$ cat config.mk
export PLATFORM = sky130hd
export DESIGN_NAME = fc_layer_seq
export DESIGN_NICKNAME = d
export VERILOG_FILES = /design/src/rtl/fc_layer_seq.sv
export SDC_FILE = /design/constraint.sdc
export NUM_CORES = 1
export LEC_CHECK = 0
export CAP_MARGIN = 20
export CORE_AREA = 2 2 77 79
export CTS_CLUSTER_SIZE = 25
export DETAILED_ROUTE_END_ITERATION = 8
export DIE_AREA = 0 0 79 81
export PLACE_DENSITY = 0.81
export SETUP_SLACK_MARGIN = 0.2
export SLEW_MARGIN = 20
export SYNTH_ARGS = -nofsm -noshare
export SYNTH_HDL_FRONTEND = slang
export SYNTH_SLANG_ARGS = --single-unit
$ cat constraint.sdc
create_clock -name clk -period 3.8 [get_ports clk]
set_clock_uncertainty 0.2 [all_clocks]
set_input_delay 0.95 -clock clk [delete_from_list [all_inputs] [get_ports clk]]
set_output_delay 0.95 -clock clk [all_outputs]
set_load 0.03 [all_outputs]
$ cat src/rtl/fc_layer_seq.sv
// Time-multiplexed fully-connected layer: one signed MAC per cycle, ReLU + saturating requantisation.
// Weight/bias ROM contents arrive as packed parameters WEIGHT_INIT/BIAS_INIT, generated from weights.hex/bias.hex; FC_ARGMAX_EN adds out_class.
module fc_layer_seq #(
    parameter int N_IN    = 16,
    parameter int N_OUT   = 8,
    parameter int DATA_W  = 8,
    parameter int ACC_W   = 24,
    parameter int FRAC_SH = 7,
    // entry k = j*N_IN+i at [k*DATA_W +: DATA_W]
    parameter logic [N_OUT*N_IN*DATA_W-1:0] WEIGHT_INIT = '0,
    // neuron j at [j*DATA_W +: DATA_W]
    parameter logic [N_OUT*DATA_W-1:0]      BIAS_INIT   = '0
) (
    input  logic                      clk,
    input  logic                      reset,
    input  logic                      in_valid,
    output logic                      in_ready,
    input  logic [N_IN*DATA_W-1:0]    in_data,
    output logic                      out_valid,
    input  logic                      out_ready,
    output logic [N_OUT*DATA_W-1:0]   out_data,
    output logic                      busy
`ifdef FC_ARGMAX_EN
    ,
    output logic [(N_OUT > 1 ? $clog2(N_OUT) : 1)-1:0] out_class
`endif
);

    localparam int I_W = (N_IN > 1) ? $clog2(N_IN) : 1;
    localparam int J_W = (N_OUT > 1) ? $clog2(N_OUT) : 1;
    localparam int AW  = (N_OUT * N_IN > 1) ? $clog2(N_OUT * N_IN) : 1;
    localparam int P_W = 2 * DATA_W;
    localparam logic [ACC_W-1:0] OUT_MAX = ACC_W'((1 << (DATA_W - 1)) - 1);

    localparam logic [1:0] S_IDLE = 2'd0;
    localparam logic [1:0] S_CALC = 2'd1;
    localparam logic [1:0] S_DONE = 2'd2;

    if (ACC_W < 2 * DATA_W + $clog2(N_IN) + 1) begin : g_acc_w_check
        $error("fc_layer_seq: ACC_W too small for N_IN products of DATA_W operands");
    end

    logic signed [DATA_W-1:0] w_rom [N_OUT*N_IN];
    logic signed [DATA_W-1:0] b_rom [N_OUT];

    for (genvar k = 0; k < N_OUT * N_IN; k++) begin : g_w_rom
        assign w_rom[k] = WEIGHT_INIT[k*DATA_W +: DATA_W];
    end
    for (genvar k = 0; k < N_OUT; k++) begin : g_b_rom
        assign b_rom[k] = BIAS_INIT[k*DATA_W +: DATA_W];
    end

    logic [1:0]               state;
    logic                     bias_phase;
    logic [I_W-1:0]           i_cnt;
    logic [J_W-1:0]           j_cnt;
    logic signed [ACC_W-1:0]  acc;
    logic [DATA_W-1:0]        x_reg   [N_IN];
    logic [DATA_W-1:0]        out_mem [N_OUT];

    logic [AW-1:0]            w_idx;
    logic [DATA_W-1:0]        x_cur;
    logic [DATA_W-1:0]        w_cur;
    logic [DATA_W-1:0]        b_cur;
    logic signed [P_W-1:0]    prod;
    logic signed [ACC_W-1:0]  acc_sum;
    logic signed [ACC_W-1:0]  bias_ext;
    logic signed [ACC_W-1:0]  shifted;
    logic [DATA_W-1:0]        sat_val;

    assign w_idx = AW'(j_cnt) * AW'(N_IN) + AW'(i_cnt);
    assign x_cur = x_reg[i_cnt];
    assign w_cur = w_rom[w_idx];
    assign b_cur = b_rom[j_cnt];

    // Operands sign-extended to the product width so the low P_W bits are the full signed product.
    assign prod     = $signed({{DATA_W{x_cur[DATA_W-1]}}, x_cur})
                    * $signed({{DATA_W{w_cur[DATA_W-1]}}, w_cur});
    assign acc_sum  = acc + {{(ACC_W-P_W){prod[P_W-1]}}, prod};
    assign bias_ext = {{(ACC_W-DATA_W){b_cur[DATA_W-1]}}, b_cur} <<< FRAC_SH;
    assign shifted  = acc_sum >>> FRAC_SH;

    always_comb begin
        sat_val = shifted[DATA_W-1:0];
        if (shifted[ACC_W-1]) begin
            sat_val = '0;
        end else if (shifted > OUT_MAX) begin
            sat_val = OUT_MAX[DATA_W-1:0];
        end
    end

    for (genvar k = 0; k < N_OUT; k++) begin : g_out_pack
        assign out_data[k*DATA_W +: DATA_W] = out_mem[k];
    end

`ifdef FC_ARGMAX_EN
    logic [DATA_W-1:0] max_val;
`endif

    // Handshakes: a transfer happens on a rising edge where valid and ready are both high;
    // valid never waits on ready, and out_data/out_class stay stable while out_valid is high.
    always_ff @(posedge clk or negedge reset) begin
        if (!reset) begin
            state      <= S_IDLE;
            bias_phase <= 1'b0;
            i_cnt      <= '0;
            j_cnt      <= '0;
            acc        <= '0;
            in_ready   <= 1'b0;
            out_valid  <= 1'b0;
            busy       <= 1'b0;
            for (int k = 0; k < N_IN; k++) begin
                x_reg[k] <= '0;
            end
            for (int k = 0; k < N_OUT; k++) begin
                out_mem[k] <= '0;
            end
`ifdef FC_ARGMAX_EN
            max_val    <= '0;
            out_class  <= '0;
`endif
        end else begin
            case (state)
                S_IDLE: begin
                    if (in_valid && in_ready) begin
                        for (int k = 0; k < N_IN; k++) begin
                            x_reg[k] <= in_data[k*DATA_W +: DATA_W];
                        end
                        in_ready   <= 1'b0;
                        busy       <= 1'b1;
                        i_cnt      <= '0;
                        j_cnt      <= '0;
                        bias_phase <= 1'b1;
                        state      <= S_CALC;
                    end else begin
                        in_ready <= 1'b1;
                    end
                end
                S_CALC: begin
                    if (bias_phase) begin
                        acc        <= bias_ext;
                        i_cnt      <= '0;
                        bias_phase <= 1'b0;
                    end else begin
                        acc <= acc_sum;
                        if (i_cnt == I_W'(N_IN - 1)) begin
                            out_mem[j_cnt] <= sat_val;
`ifdef FC_ARGMAX_EN
                            // Strict compare keeps the lowest index on ties.
                            if (j_cnt == '0 || sat_val > max_val) begin
                                max_val   <= sat_val;
                                out_class <= j_cnt;
                            end
`endif
                            if (j_cnt == J_W'(N_OUT - 1)) begin
                                state     <= S_DONE;
                                out_valid <= 1'b1;
                                busy      <= 1'b0;
                            end else begin
                                j_cnt      <= j_cnt + J_W'(1);
                                bias_phase <= 1'b1;
                            end
                        end else begin
                            i_cnt <= i_cnt + I_W'(1);
                        end
                    end
                end
                S_DONE: begin
                    if (out_ready) begin
                        out_valid <= 1'b0;
                        in_ready  <= 1'b1;
                        state     <= S_IDLE;
                    end
                end
                default: begin
                    state <= S_IDLE;
                end
            endcase
        end
    end

endmodule

### Yosys cells after proc, flatten, opt, wreduce, memory -nomap -nowiden

Memories as Yosys holds them, arrays and structs flattened.
Index checks and enable logic that the tools add are counted.

* register bits after elaboration: 229
* ROM bits: 1088
* bits of input ports: 132
* output and inout port bits: 67
* logic and storage cells: 119
* memories: 2

Memory list
* (no name shown): depth 128, width 8, read ports 1, clocked after Yosys merged registers in 0, wr ports 0, line 73 `assign w_cur = w_rom[w_idx];`
* (no name shown): depth 8, width 8, read ports 1, clocked after Yosys merged registers in 0, wr ports 0, line 74 `assign b_cur = b_rom[j_cnt];`

* add/sub/neg operators: 4
* multiply operators: 1
* order comparisons: 5
* equality and inequality tests: 11
* mux-type cells: 45
* bitwise logic cells: 4
* reductions and logical operators: 15

Operators with widths (count)
* $mux 8: 9
* $bwmux 64: 1
* $bmux 8 s4: 1
* $add 24x24->24: 1
* $demux 8 s3: 1
* $gt 24x7->1 const B: 1
* $mux 24: 1
* $reduce_and 5->1: 4
* $mul 8x8->16: 1
* $mux 1: 13
* $mux 3: 4
* $mux 4: 3
* $ne 2x2->1 const B: 6
* $mux 2: 5
* $ge 8x8->1 const B: 1
* $not 7->8: 1
* $pmux 1 s2: 4
* $pmux 4 s2: 1
* $add 7x4->7: 1
* $pmux 2 s3: 1
* $pmux 3 s2: 1
* $reduce_and 2->1: 3
* $reduce_and 3->1: 2
* $reduce_bool 2->1: 3
* other kinds (15): 16

### Logic depth before layout (Yosys ltp)

Gate-level depths: netlist of the first run.

* depth in word-level cells: 11
* depth in mapped cells: 5
* mapped depth without buffers: 5

### Worst setup path before layout of the first run

OpenSTA, ideal clock, no wires.

* path type: input -> register
* from: input port in_valid
* to: register i_cnt[0]
* setup time: 0.104 ns
* arrival: 1.690 ns
* required time: 3.496 ns
* slack: 1.807 ns
* stages: 3
* path buffers: 0
* path through: nor4bb_2 -> or4b_1 -> o311ai_1

* word-level cells in the longest chain between the ends: 3

RTL lines
* from (decl): line 16 `input logic in_valid,`
* $logic_and 1x1->1: line 125 `if (in_valid && in_ready) begin`
* $ne 2x2->1 (no source line)
* $reduce_and 3->1 (no source line)
* to (signal assigned): line 164 `i_cnt <= i_cnt + I_W'(1);`
* to (decl): line 55 `logic [I_W-1:0] i_cnt;`

Every way passes these cells.
A chain may end at the register's enable or synchronous reset.

### Final worst setup path of the first run

* from: register in_ready
* to: output port in_ready

RTL lines
* from (decl): line 17 `output logic in_ready,`
* from (signal assigned): line 109 `in_ready <= 1'b0;`
* from (signal assigned): line 129 `in_ready <= 1'b0;`
* from (signal assigned): line 136 `in_ready <= 1'b1;`

No word-level cell between the ends.

==> reports/qor.csv, run 1 <==
metric,value,unit
crit_path_max_incr_delay,0.68,ns
synth_area_in_xor_xnor,0.724,%
stdcell_count,218,
cellPowerDensity,615,mW/mm2
port_buffers,6,
maxSlewViolCount,0,
report.final.hold_viol_count,0,
largest_net_degree_at_the_start_of_global_routing,17,
grt_pass1_wl,2680,um
setup.worst_path.end_class,output port,
numClockSinks,13,
layout.cells.most_common,conb_1,
cts_buffer_depth,2,
chipHeight,81,um
globalRoute.totalOverflow,0,
post_syn_area_per_cell,8.83,um2
layout_common_cells,"conb_1, nand3_1, dfrtp_1",
clkTransAtPathRegs,0.06,ns
yosys_warnings,0,
clock_insertion_delay_worst_skew,0.25,ns
tritoncts.num_buffers,3,
share_of_async_settable_or_async_resettable_flops_after_synthesis,100,%
clock_power_share,18.0,%
area_growth_syn_to_layout,-4.86,%
worst_setup_path_start_kind,flip-flop,
grt_pass1_vias,613,
clock-root-buffer,clkbuf_8,
synth.yosys.seq_area_share,26.9,%
critPathRequiredTime,2.65,ns
floorplan.core_area,0.00568,mm2
synth_compound_gate_area_share,8.89,%
initial_core_util,21.3,%
cp_cell_sequence,clkdlybuf4s50_1,
peakVddDrop,242,uV
maxClockFrequency,0.405,GHz
via_per_inst,3.58,
p_leak,0.565,nW
cp.arrival,1.32,ns
route.vias.total,781,
post-place-cells,214,
p_int,0.384,mW
synthAdderAreaFrac,4.14,%
syn_inst_count,137,
remaining_drc_errors,0,
detailedRoute.firstPassIterationCount,4,
number_of_enable_type_register_cells_in_the_synthesized_netlist,0,
reg2reg_slack,1.87,ns
number_of_nets_with_antenna_violations_after_routing,0,
ys_seq_elements,13,
post_synth_and_or_nand_nor_area_fraction,17.6,%
dieWidth,79,um
result_of_the_run,completed,
met1_track_utilization_from_global_routing,5.89,%
postCtsSetupRepairBufs,0,
critical_path_class,flip-flop to output port,
report.final.setup_viol,0,
multi_input_comb_area,619,um2
tritoncts,built,
use_met2,9.07,%
synthMuxAreaShare,0,%
main_combinational_cell_family_by_area_after_synthesis,buffers and inverters,
setup_total_negative_slack,0,ns
crit_family,buffers and inverters,
period_needed,2.47,ns
maxCapViolations,0,
seq_area,325,um2
wl_per_cell,8.32,um
grt-busiest-layer,met2,
post_cts_hold_buffer_count,0,
comb_power_share,45.1,%
gp_congestion,0.713,
worstPathBufferInverterCount,1,
layout.filler_cells,642,
synthDominantCellAreaShare,39.7,%
mappedNetlistArea,0.00121,mm2
die_area,0.00640,mm2
max_slew.worst_pin.slew,0.581,ns
rows,28,
num_io_pins,199,
drt-total-wl,1810,um
netSwitchingFraction,45.7,%
cell_taking_the_most_area_after_synthesis,buf_4,
ys_top_cells_by_area,"buf_4, dfrtp_1, nand3_1",
switching_power,0.324,mW
post_route_cells_drive_above_1_share,4.90,%
fin_nets,280,
rsz0062_at_grt,no,
ys_dominant_reg_cell,dfrtp_1,
timing.hold.worst.class,flip-flop to flip-flop,
seq_power_share,36.9,%
fin_crit_sh,64.9,%
track_usage,5.47,%
synthDistinctLibCells,33,
worst_path_max_delay_cell,clkdlybuf4s50_1,
cts.htree.levels,1,
insertedDiodeCount,0,
antenna_found_initial,0,
hpwl,1360,um
cts-resized-gates,0,
grtUsageMet3,2.33,%
slew_headroom,61.1,%
worstPathMaxFanout,4,
drt_iter0_markers,37,
-- final timing paths --
kind                                            from                   end  depth (start not counted)
worst max-delay path            in_ready$_DFFE_PN0P_              in_ready                          1
worst min-delay path                busy$_DFFE_PN0P_      busy$_DFFE_PN0P_                          1
worst max register to register  j_cnt[0]$_DFFE_PN0P_  j_cnt[0]$_DFFE_PN0P_                          5
worst min register to register      busy$_DFFE_PN0P_      busy$_DFFE_PN0P_                          1
max in group asynchronous                      reset  state[1]$_DFFE_PN0P_                          1
min in group asynchronous                      reset  i_cnt[1]$_DFFE_PN0P_                          1
-- cell usage after synthesis (2+ instances only) --
master	count
ha_1	4
nand2_1	3
dfrtp_1	13
nand4b_1	2
nand2b_1	2
buf_4	64
o21ai_0	2
a21oi_1	3
nand4_1	2
nand3_1	15
nor2_1	3
buf_2	2
inv_1	2
-- power groups by stage --
stage          Combinational (mW)  Sequential, mW  Clock, mW
5_1_grt                     0.354           0.268      0.136
3_3_place_gp                0.308           0.254          0
6_report                    0.319           0.261      0.128
4_1_cts                     0.319           0.259      0.131
2_1_floorplan               0.312           0.253          0
3_5_place_dp                0.320           0.260          0
-- cell type report --
type                       count  area share, %
multi-input combinational    118           53.8
clock buffer                   4           3.91
tap                           75           8.15
sequential                    13           28.3
inverter                       2          0.652
timing repair buffer           6           5.22
-- cells by family (layout without fill, tap and decap cells) --
logic type | after synthesis | after routing
simple gates | 34 | 34
buf+inv | 69 | 12
compound gates | 15 | 15
flops | 13 | 13
other cells | 1 | 64
xor+xnor | 1 | 1
fa+ha+maj | 4 | 4
-- metrics by stage --
stage / total power [mW] / setup WS [ns] / instance area [um2] / utilization (%) / hold WS, ns
after floorplan: 0.565 / 1.81 / 1450 / - / 0.290
after global placement: 0.562 / 1.31 / 1110 / 19.5 / 0.273
after detailed placement: 0.580 / 1.26 / 1110 / 19.5 / 0.279
after CTS: 0.709 / 1.31 / 1150 / 20.3 / 0.292
after global routing: 0.758 / 1.30 / 1150 / 20.3 / 0.316
final: 0.708 / 1.33 / 1150 / 20.3 / 0.289
-- per-layer routing --
layer,up-vias,share of wire (%)
met5,-,0
met4,0,1.8
met3,3,13
met2,58,44
met1,363,41
li1,357,-
-- sequential cells by signal, summed over array words and instances (netlist names) --
name        flops
bias_phase      1
busy            1
i_cnt           4
in_ready        1
j_cnt           3
out_valid       1
state           2
-- worst register-to-register path: cells and delay by family, from the launching register on --
family	cells	cell delay (ns)
adders and majority gates	2	0.47
DFF	1	0.41
and+or+nand+nor	3	0.73
(Power assumes the default switching activity.)
==> run 2, diff against run 1 <==
Settings changed: CORE_AREA 2 2 77 79 to unset, CORE_MARGIN set to 2, CORE_UTILIZATION set to 22, DIE_AREA 0 0 79 81 to unset, PLACE_DENSITY 0.81 to 0.82.
Clock period 3.8 ns to 2.52 ns, I/O delays scaled along.
==> run 2 against run 1 <==
  * Final cell count shrank 1.4%
  * Clock-buffer cell count unchanged
  * Sequential share of layout area rose by 0.092 points
  * Critical endpoint unchanged
  * Via count fell by 2.7%
  * Worst hold slack improved by 0.012 ns
  * Flip-flop and latch count is the same
  * Clock power rose by 48%
  * Final area is 0.33% lower
  * Sequential power up 51%
  * Setup slack got worse by 0.96 ns
==> reports/qor.csv, run 2 (synthesized netlist as in run 1, its figures left out) <==
metric,value,unit
period_needed,2.15,ns
port_buffers,6,
hold_slack,0.301,ns
report.final.hold_viol_count,0,
slew_headroom,59.4,%
largest_net_degree_at_the_start_of_global_routing,17,
cp.arrival,1.32,ns
worstPathMaxFanout,4,
critical_path_class,flip-flop to output port,
chipHeight,78.2,um
clock_insertion_delay_worst_skew,0.25,ns
tritoncts.num_buffers,3,
stdcell_count,215,
cp_cell_sequence,clkdlybuf4s50_1,
number_of_nets_with_antenna_violations_after_routing,0,
timing.hold.worst.class,flip-flop to flip-flop,
cts.htree.levels,1,
report.final.setup_viol,0,
dieWidth,78.2,um
hpwl,1310,um
die_area,0.00611,mm2
layout_common_cells,"conb_1, nand3_1, dfrtp_1",
drt_iter0_markers,114,
hold_path_startpoint,busy$_DFFE_PN0P_,
maxClockFrequency,0.465,GHz
cts_buffer_depth,2,
numClockSinks,13,
num_io_pins,199,
post-place-cells,211,
pre_cts_ws,0.349,ns
area_growth_syn_to_layout,-5.17,%
crit_family,buffers and inverters,
insertedDiodeCount,0,
gp_congestion,0.780,
via_per_inst,3.53,
worst_setup_path_start_kind,flip-flop,
remaining_drc_errors,0,
startpoint,in_ready$_DFFE_PN0P_,
p_leak,0.565,nW
route.vias.total,760,
track_usage,5.98,%
globalRoute.totalOverflow,0,
max_flop_register,i_cnt,
crit_path_max_incr_delay,0.68,ns
finalCoreUtilization,21.2,%
result_of_the_run,completed,
post_cts_hold_buffer_count,0,
setup_total_negative_slack,0,ns
grt_pass1_vias,631,
worst_path_max_delay_cell,clkdlybuf4s50_1,
clock-root-buffer,clkbuf_8,
peakVddDrop,236,uV
largest_registers_in_the_final_layout,"i_cnt (4), j_cnt (3), state (2)",
antenna_found_initial,0,
tritoncts,built,
layout.cells.most_common,conb_1,
postCtsSetupRepairBufs,0,
rows,27,
grt_pass1_wl,2770,um
maxCapViolations,0,
fin_ws,0.371,ns
floorplan.core_area,0.00541,mm2
largest_reg_flops,4,
max_slew.worst_pin.slew,0.607,ns
fin_nets,280,
cellPowerDensity,927,mW/mm2
post_route_cells_drive_above_1_share,4.90,%
placed_area,0.00110,mm2
cts-resized-gates,0,
maxSlewViolCount,0,
setup.worst_path.end_class,output port,
fin_crit_sh,85.3,%
rsz0062_at_grt,no,
wl_per_cell,8.31,um
critPathRequiredTime,1.69,ns
p_total,1.06,mW
timing.rr.start,j_cnt[0]$_DFFE_PN0P_,
initial_core_util,22.4,%
clkTransAtPathRegs,0.05,ns
detailedRoute.firstPassIterationCount,4,
post-route-cell-area,0.00115,mm2
worstPathBufferInverterCount,1,
drt-total-wl,1790,um
[run 2: cell counts in the layout (fill, tap and decap cells not counted)]
Identical to the previous run, type by type.
[run 2: layer usage]
metal  global-route usage [%]  share of wire, %
met1                     6.34                40
met2                     8.88                46
met3                     1.03               8.5
met4                     7.89               5.3
met5                        0                 0
[run 2: final cells by class]
| cell class | count | area, um2 |
|---|---|---|
| multi-input combinational | 118 | 619 |
| clock buffer | 4 | 45.0 |
| timing repair buffer | 6 | 60.1 |
| inverter | 2 | 7.51 |
| fill | 607 | 4260 |
| tap | 72 | 90.1 |
| sequential | 13 | 325 |
[run 2: final timing paths]
kind / slack [ns] / to / cells past startpoint
max in group asynchronous: 1.16 / j_cnt[1]$_DFFE_PN0P_ / 1
worst min register to register: 0.30 / busy$_DFFE_PN0P_ / 1
worst min-delay path: 0.30 / busy$_DFFE_PN0P_ / 1
worst max register to register: 0.63 / j_cnt[1]$_DFFE_PN0P_ / 5
min in group asynchronous: 0.57 / out_valid$_DFFE_PN0P_ / 1
worst max-delay path: 0.37 / in_ready / 1
[run 2: report_power, final]
group / switching (mW) / total, mW / internal, mW
logic: 0.299 / 0.481 / 0.182
registers: 0.108 / 0.394 / 0.286
clock network: 0.0767 / 0.189 / 0.112
==> run 3, diff against run 2 <==
Settings changed: ABC_CLOCK_PERIOD_IN_PS set to 2700, CORE_AREA set to 2 2 77 79, CORE_MARGIN 2 to unset, CORE_UTILIZATION 22 to unset, DIE_AREA set to 0 0 79 81, PLACE_DENSITY 0.82 to 0.81.
Clock period 2.52 ns to 2.7 ns, I/O delays scaled along.
==> results of run 3 <==
The final DEF is identical to that of run 1. Status: completed.
Main changes from that run: setup slack after placement 1.26 ns -> 0.431 ns; setup slack after layout 1.33 ns -> 0.509 ns; register-to-register setup slack 1.87 ns -> 0.77 ns; total power 0.708 mW -> 0.996 mW; worst IR drop on VDD 242 uV -> 341 uV
